**src/rtl/fpd_pkg.sv**
```systemverilog
// fpd_pkg: shared encodings and constants for the floating-point divider stages
package fpd_pkg;
  typedef enum logic [1:0] {
    SP_NORMAL = 2'b00,
    SP_ZERO   = 2'b01,
    SP_INF    = 2'b10,
    SP_NAN    = 2'b11
  } special_t;
  localparam int EXP_BIAS = 127;
  localparam int EXP_MAX = 255;
  localparam int FLAG_INVALID = 3;
  localparam int FLAG_OVERFLOW = 2;
  localparam int FLAG_UNDERFLOW = 1;
  localparam int FLAG_INEXACT = 0;
  localparam logic [31:0] QNAN_DEFAULT = 32'h7FC0_0000;
endpackage

```
**src/rtl/fpd_round_rne.sv**
```systemverilog
// fpd_round_rne: round-to-nearest-even of a 24-bit significand with guard and sticky
module fpd_round_rne (
  input  logic [23:0] sig,
  input  logic        guard,
  input  logic        sticky,
  output logic [23:0] rounded,
  output logic        carry,
  output logic        inexact
);
  logic inc;
  assign inc = guard & (sticky | sig[0]);
  assign {carry, rounded} = {1'b0, sig} + {24'b0, inc};
  assign inexact = guard | sticky;
endmodule

```
**src/rtl/fpd_normalize_round.sv**
```systemverilog
// fpd_normalize_round: two-stage normalize, round and pack pipeline after the mantissa divide
module fpd_normalize_round
  import fpd_pkg::*;
#(
  parameter logic [31:0] QNAN = QNAN_DEFAULT
) (
  input  logic        clk,
  input  logic        rst_n,
  input  logic        in_valid,
  output logic        in_ready,
  input  logic        in_sign,
  input  logic [9:0]  in_exp,
  input  logic [25:0] in_quot,
  input  logic        in_sticky,
  input  logic [1:0]  in_special,
  output logic        out_valid,
  input  logic        out_ready,
  output logic [31:0] out_result,
  output logic [3:0]  out_flags
);
  logic s1_valid, s2_valid, adv1, adv2;
  logic s1_sign, s1_guard, s1_sticky;
  logic [9:0] s1_exp;
  logic [23:0] s1_sig;
  special_t s1_special;
  logic [25:0] m;
  logic [9:0] e;
  logic [23:0] rounded;
  logic carry, inexact, unused_hidden;
  logic signed [10:0] e_r;
  logic [31:0] res;
  logic [3:0] flg;
  assign adv2 = !s2_valid | out_ready;
  assign adv1 = !s1_valid | adv2;
  assign in_ready = adv1;
  assign out_valid = s2_valid;
  assign m = in_quot[25] ? in_quot : {in_quot[24:0], 1'b0};
  assign e = in_quot[25] ? in_exp : in_exp - 10'd1;
  fpd_round_rne u_round (
    .sig     (s1_sig),
    .guard   (s1_guard),
    .sticky  (s1_sticky),
    .rounded (rounded),
    .carry   (carry),
    .inexact (inexact)
  );
  assign unused_hidden = rounded[23];
  assign e_r = $signed({s1_exp[9], s1_exp}) + $signed({10'b0, carry});
  always_comb begin
    res = {s1_sign, e_r[7:0], rounded[22:0]};
    flg = '0;
    flg[FLAG_INEXACT] = inexact;
    if (int'(e_r) >= EXP_MAX) begin
      res = {s1_sign, 8'hFF, 23'h0};
      flg[FLAG_OVERFLOW] = 1'b1;
      flg[FLAG_INEXACT] = 1'b1;
    end else if (int'(e_r) <= 0) begin
      res = {s1_sign, 31'h0};
      flg[FLAG_UNDERFLOW] = 1'b1;
      flg[FLAG_INEXACT] = 1'b1;
    end
    if (s1_special != SP_NORMAL) begin
      res = s1_special == SP_NAN ? QNAN :
            s1_special == SP_INF ? {s1_sign, 8'hFF, 23'h0} : {s1_sign, 31'h0};
      flg = '0;
      flg[FLAG_INVALID] = s1_special == SP_NAN;
    end
  end
  always_ff @(posedge clk or negedge rst_n) begin
    if (!rst_n) begin
      s1_valid <= 1'b0;
      s2_valid <= 1'b0;
      s1_sign <= 1'b0;
      s1_exp <= '0;
      s1_sig <= '0;
      s1_guard <= 1'b0;
      s1_sticky <= 1'b0;
      s1_special <= SP_NORMAL;
      out_result <= '0;
      out_flags <= '0;
    end else begin
      if (adv1) begin
        s1_valid <= in_valid;
        if (in_valid) begin
          s1_sign <= in_sign;
          s1_exp <= e;
          s1_sig <= m[25:2];
          s1_guard <= m[1];
          s1_sticky <= m[0] | in_sticky;
          s1_special <= special_t'(in_special);
        end
      end
      if (adv2) begin
        s2_valid <= s1_valid;
        if (s1_valid) begin
          out_result <= res;
          out_flags <= flg;
        end
      end
    end
  end
endmodule

```
**config.mk**
```make
export PLATFORM = sky130hd
export DESIGN_NAME = fpd_normalize_round
export DESIGN_NICKNAME = d
export VERILOG_FILES = /design/src/rtl/fpd_pkg.sv /design/src/rtl/fpd_round_rne.sv /design/src/rtl/fpd_normalize_round.sv
export SDC_FILE = /design/constraint.sdc
export NUM_CORES = 1
export LEC_CHECK = 0
export ABC_AREA = 1
export CAP_MARGIN = 5
export CORE_MARGIN = 2
export CORE_UTILIZATION = 57
export CTS_CLUSTER_SIZE = 30
export DETAILED_ROUTE_END_ITERATION = 6
export GPL_TIMING_DRIVEN = 0
export MAX_ROUTING_LAYER = met4
export PLACE_DENSITY = 0.86
export SLEW_MARGIN = 20
export SYNTH_ARGS = -nofsm -noshare
export SYNTH_HDL_FRONTEND = slang
export SYNTH_SLANG_ARGS = --single-unit
export TNS_END_PERCENT = 30
```
**constraint.sdc**
```tcl
create_clock -name clk -period 8.8 [get_ports clk]
set_input_delay 0.88 -clock clk [delete_from_list [all_inputs] [get_ports clk]]
set_output_delay 0.88 -clock clk [all_outputs]
set_load 0.01 [all_outputs]
```
Word-level counts from Yosys, hierarchy flattened

Cells that the tools add are included.

Register bits: 77
Output and inout bits: 38
Word-level logic and storage cells: 40

$add $sub $neg: 3
Magnitude comparators: 2
Equal/unequal tests: 2
Muxes and demuxes: 12
Bitwise gates (word level): 6
Reductions and logical operators: 5

Operator list:

| kind                  | number |
|---|---|
| $mux 31               | 3 |
| $mux 32               | 2 |
| $mux 26               | 1 |
| $add 24x1->25         | 1 |
| $add 10x2->11         | 1 |
| $ge 11x9->1 const B   | 1 |
| $le 11x1->1 const B   | 1 |
| $mux 10               | 1 |
| $sub 10x1->10 const B | 1 |
| $or 1x1->1            | 5 |
| $eq 2x2->1 const B    | 2 |
| $mux 4                | 1 |
| $reduce_and 2->1      | 2 |
| $mux 1                | 3 |
| $logic_not 1->1       | 2 |
| $mux 2                | 1 |
| $reduce_bool 2->1     | 1 |
| $and 1x1->1           | 1 |

Depth between registers and ports, before layout

Depth in word-level cells: 8
Depth in mapped cells: 27
Depth with buffers taken out: 26

Hierarchy

From an unflattened synthesis, not the netlist that was laid out.

Cells, all modules: 604
Area total of the unflattened synthesis: 4645.7 um^2

By module, submodules not included:

| module              | times used | cells each | area each (um^2) | seq. area each (um^2) |
|---|---|---|---|---|
| fpd_normalize_round | 1          | 478        | 3902.5           | 1926.8 |
| fpd_round_rne       | 1          | 126        | 743.2            | 0.0 |

Worst setup path before layout

OpenSTA, ideal clock, no wires.

Path type: register to register
Start: register s1_guard
End: register out_result[20]
Library setup time: 0.123 ns
Data arrival time: 3.391 ns
Data required time: 8.677 ns
Setup slack: 5.285 ns
Stages on the path, launching flop included: 25
Buffers on the path: 1
Cell sequence: dfrtp_1 > inv_1 > nor2_1 > ha_1 > ha_1 > nand3_1 > nor3_1 > nand4_1 > nor2_1 > nand2_1 > nor2_1 > nand3_1 > nor2_1 > ha_1 > ha_1 > or2_2 > nor2_1 > nand3_1 > nor2_2 > nand3_4 > nand2_4 > nor2_4 > nand2_4 > buf_12 > o21ai_2

Longest elaborated chain between the ends: 7

Ends and longest elaborated chain:

| item                   | line                      | source |
|---|---|---|
| from (decl)            | fpd_normalize_round.sv:22 | `logic s1_sign, s1_guard, s1_sticky;` |
| from (signal assigned) | fpd_normalize_round.sv:88 | `s1_guard <= m[1];` |
| $and 1x1->1 *          | fpd_round_rne.sv:11       | `assign inc = guard & (sticky \| sig[0]);` |
| $add 24x1->25 *        | fpd_round_rne.sv:12       | `assign {carry, rounded} = {1'b0, sig} + {24'b0, inc};` |
| $add 10x2->11          | fpd_normalize_round.sv:48 | `assign e_r = $signed({s1_exp[9], s1_exp}) + $signed({10'b0, carry});` |
| $le 11x1->1            | fpd_normalize_round.sv:57 | `end else if (int'(e_r) <= 0) begin` |
| $mux 31                | fpd_normalize_round.sv:57 |  |
| $mux 31 *              | fpd_normalize_round.sv:53 | `if (int'(e_r) >= EXP_MAX) begin` |
| $mux 32 *              | fpd_normalize_round.sv:62 | `if (s1_special != SP_NORMAL) begin` |
| to (signal assigned)   | fpd_normalize_round.sv:96 | `out_result <= res;` |
| to (decl)              | fpd_normalize_round.sv:18 | `output logic [31:0] out_result,` |

Mark *: on every way between the ends. The rest lies on a longest branch, timed or not.
A chain may end at the register's enable or synchronous reset.

Worst setup path after layout

Start: register s1_sticky
End: register out_result[23]

Longest elaborated chain between the ends: 8

Ends and longest elaborated chain:

| item                   | line                      | source |
|---|---|---|
| from (decl)            | fpd_normalize_round.sv:22 |  |
| from (signal assigned) | fpd_normalize_round.sv:89 | `s1_sticky <= m[0] \| in_sticky;` |
| $or 1x1->1 *           | fpd_round_rne.sv:11       |  |
| $and 1x1->1 *          | fpd_round_rne.sv:11       |  |
| $add 24x1->25 *        | fpd_round_rne.sv:12       |  |
| $add 10x2->11 *        | fpd_normalize_round.sv:48 |  |
| $le 11x1->1            | fpd_normalize_round.sv:57 |  |
| $mux 31                | fpd_normalize_round.sv:57 |  |
| $mux 31 *              | fpd_normalize_round.sv:53 |  |
| $mux 32 *              | fpd_normalize_round.sv:62 |  |

Marks and branches as above.

==> impl_metrics.py <==
metrics = {
    "die": {
        "core_area_um2": 7292,
        "start_util_pct": 59.35,
        "die_w_um": 91.14,
        "row_count": 31,
        "io_pins": 82,
        "fp.dieH_um": 91.14,
        "die_area_um2": 8306,
    },
    "worst_setup_path": {
        "critPathMaxStageDelay_ns": 0.38,
        "crit_family": "simple AND/OR/NAND/NOR gates",
        "crit_fanout": 10,
        "crit_type": "reg2reg",
        "startpoint_type": "flop",
        "cp_num_buf_inv": 1,
        "end_kind": "flop",
        "path_common_cell": "nand2_1",
        "crit_path_top_delay_cell": "dfrtp_1",
        "arrival_ns": 4.32,
        "cp.required_ns": 9.02,
    },
    "placement": {
        "placed_area_um2": 5270,
        "io_buffers": 80,
        "gp_congestion": 0.9438,
        "dpl.hpwl_um": 8514,
    },
    "synth": {
        "synth_top_area_cell": "dfrtp_1",
        "synth_nets": 628,
        "synthCells": 579,
        "synthesis.area_um2": 4328,
        "yosysTopAreaCellShare_pct": 44.52,
        "avgSynthCellArea_um2": 7.475,
        "async_reset_ff_share_pct": 100.0,
        "synth_xor_xnor_area_share_pct": 4.250,
        "muxShareOfSynthArea_pct": 0,
        "ys_top_cells_by_area": "dfrtp_1 45%, nand2_1 16%, nor2_1 7.2%",
        "synth-simple-area-share_pct": 32.90,
        "ys_warn_count": 0,
        "ys_ff_latch": 77,
        "ys.flop_type": "dfrtp_1",
        "synth-edff-count": 0,
        "synthDistinctLibCells": 34,
        "ys_seq_area_share_pct": 44.52,
        "synth_top_family_by_area": "simple AND/OR/NAND/NOR gates",
        "synthAdderAreaFrac_pct": 1.446,
        "synth-compound-area-share_pct": 10.70,
    },
    "grt": {
        "grt_max_degree": 41,
        "overflow": 0,
        "grt_pass1_vias": 3909,
        "antenna_found_initial": 0,
        "grt_pass1_wl_um": 18130,
        "gr-usage-all-layers_pct": 28.02,
    },
    "routing": {
        "viasPerCell": 5.333,
        "drc": 0,
        "routedWlPerCell_um": 13.85,
        "dr.pass1.iters": 5,
        "num_vias": 4128,
        "finalWirelength_um": 10720,
        "drt-initial-drc-count": 214,
        "drtAntennaViolNets": 0,
    },
    "timing": {
        "clock.fmax_ghz": 0.2443,
        "tns_ns": 0,
        "worstMarginPinSlew_ns": 0.6281,
        "fin_crit_sh_pct": 46.52,
        "clock-skew-final_ns": 0.008975,
        "hold_ws_ns": 0.4751,
        "setup_viol": 0,
        "finalMaxSlewViolations": 0,
        "period_needed_ns": 4.094,
        "rsz0062_at_grt": "false",
        "hold_viol": 0,
        "maxSlewHeadroom_pct": 57.81,
    },
    "power_and_ir_drop": {
        "ir_worst_vdd_mv": 0.1105,
        "switching_share_pct": 33.43,
        "p_per_area_nw_per_um2": 203.8,
        "p_comb_share_pct": 31.1,
        "switching_power_uw": 373.7,
        "p_seq_share_pct": 42.9,
        "p_int_uw": 744.1,
        "p_leak_nw": 2.534,
        "power_mw": 1.118,
        "clkPwrFrac_pct": 26.0,
    },
    "finish": {
        "fin_util_pct": 75.21,
        "mostFrequentLayoutCells": "186 x nand2_1, 83 x nor2_1, 79 x clkdlybuf4s50_1",
        "final_area_um2": 5484,
        "drive_above_1_share_pct": 7.407,
        "multi_input_area_um2": 2133,
        "nFillCells": 569,
        "diodes": 0,
        "final_common_cell": "nand2_1",
        "ff_latch_area_um2": 1927,
        "area_delta_synth_final_pct": 26.71,
        "layout.nets": 720,
    },
    "clocking": {
        "clock_latency_ns": 0.36,
        "max-clock-path-buffers": 2,
        "cts.sinks": 77,
        "cts_tree": "built",
        "clk_pin_slew_ns": 0.08,
        "root_buffer": "clkbuf_8",
        "hold_buffers": 0,
        "cts_resized": 0,
        "cts_buffers": 9,
        "h-tree-depth": 3,
        "post_cts_buffers": 0,
    },
    "status": {
        "status": "completed",
    },
    "min_path": {
        "hold_path_class": "in2async",
    },
    "run": {
        "max_cap_viol_count": 0,
    },
}
-- flip-flops by register name, indices dropped and copies added (netlist names) --
signal,cells
out_flags,4
s1_valid,1
s1_exp,10
s1_sign,1
s1_special,2
s1_sticky,1
out_result,32
s1_guard,1
s1_sig,24
out_valid,1
-- stage by stage --
step                      std cells  worst slack [ns]
final                           774             4.706
after global routing            774             4.187
after CTS                       774             4.707
after detailed placement        759             4.719
after global placement          758             4.292
after floorplan                 579             5.285
-- cells in the mapped netlist, drive strengths merged (8+ instances only) --
master    n
o21ai    33
xor2     19
dfrtp    77
nor3      8
a21oi    10
inv      41
nand3    31
nor2     91
a31oi    26
nand4    11
clkbuf   16
nand2   192
-- layer usage --
| layer | vias to the layer above | wire length (um) | track usage, % |
|---|---|---|---|
| met5 | - | 0 | - |
| li1 | 2055 | - | - |
| met4 | 0 | 190 | 8.207 |
| met2 | 149 | 5062 | 43.64 |
| met1 | 1904 | 4770 | 37.50 |
| met3 | 20 | 698 | 5.643 |
-- area by class of cell --
cell class / instances / area share [%]
multi-input combinational: 438 / 38.90
sequential: 77 / 35.14
timing repair buffer: 81 / 14.92
inverter: 43 / 2.943
clock buffer: 11 / 2.578
tap: 99 / 2.259
buffer: 21 / 1.939
clock inverter: 4 / 1.323
-- final timing paths --
kind	cells after the start	slack, ns	from	endpoint
max reg2reg	25	4.71	s1_sticky	out_result[23]
min in group clk	2	0.48	out_result[0]	out_result[0]
max in group asynchronous	2	7.74	rst_n	s1_sig[17]
min	1	0.48	rst_n	s1_exp[7]
min reg2reg	2	0.48	out_result[0]	out_result[0]
max	25	4.71	s1_sticky	out_result[23]
-- cell families after synthesis --
logic type,count (synthesis)
flip-flops,77
AO/OA/AOI/OAI,75
AND/OR/NAND/NOR,337
adder cells (fa/ha/maj),5
XOR/XNOR,21
buffers and inverters,64
-- power by group through the flow --
stage	Clock (mW)	Sequential [mW]	Combinational [mW]
CTS	0.292	0.478	0.350
floorplan	0	0.487	0.177
global placement	0	0.479	0.336
finish	0.291	0.479	0.348
global route	0.308	0.488	0.388
detailed placement	0	0.485	0.347
Note: power is estimated with default switching activity, not from simulation.
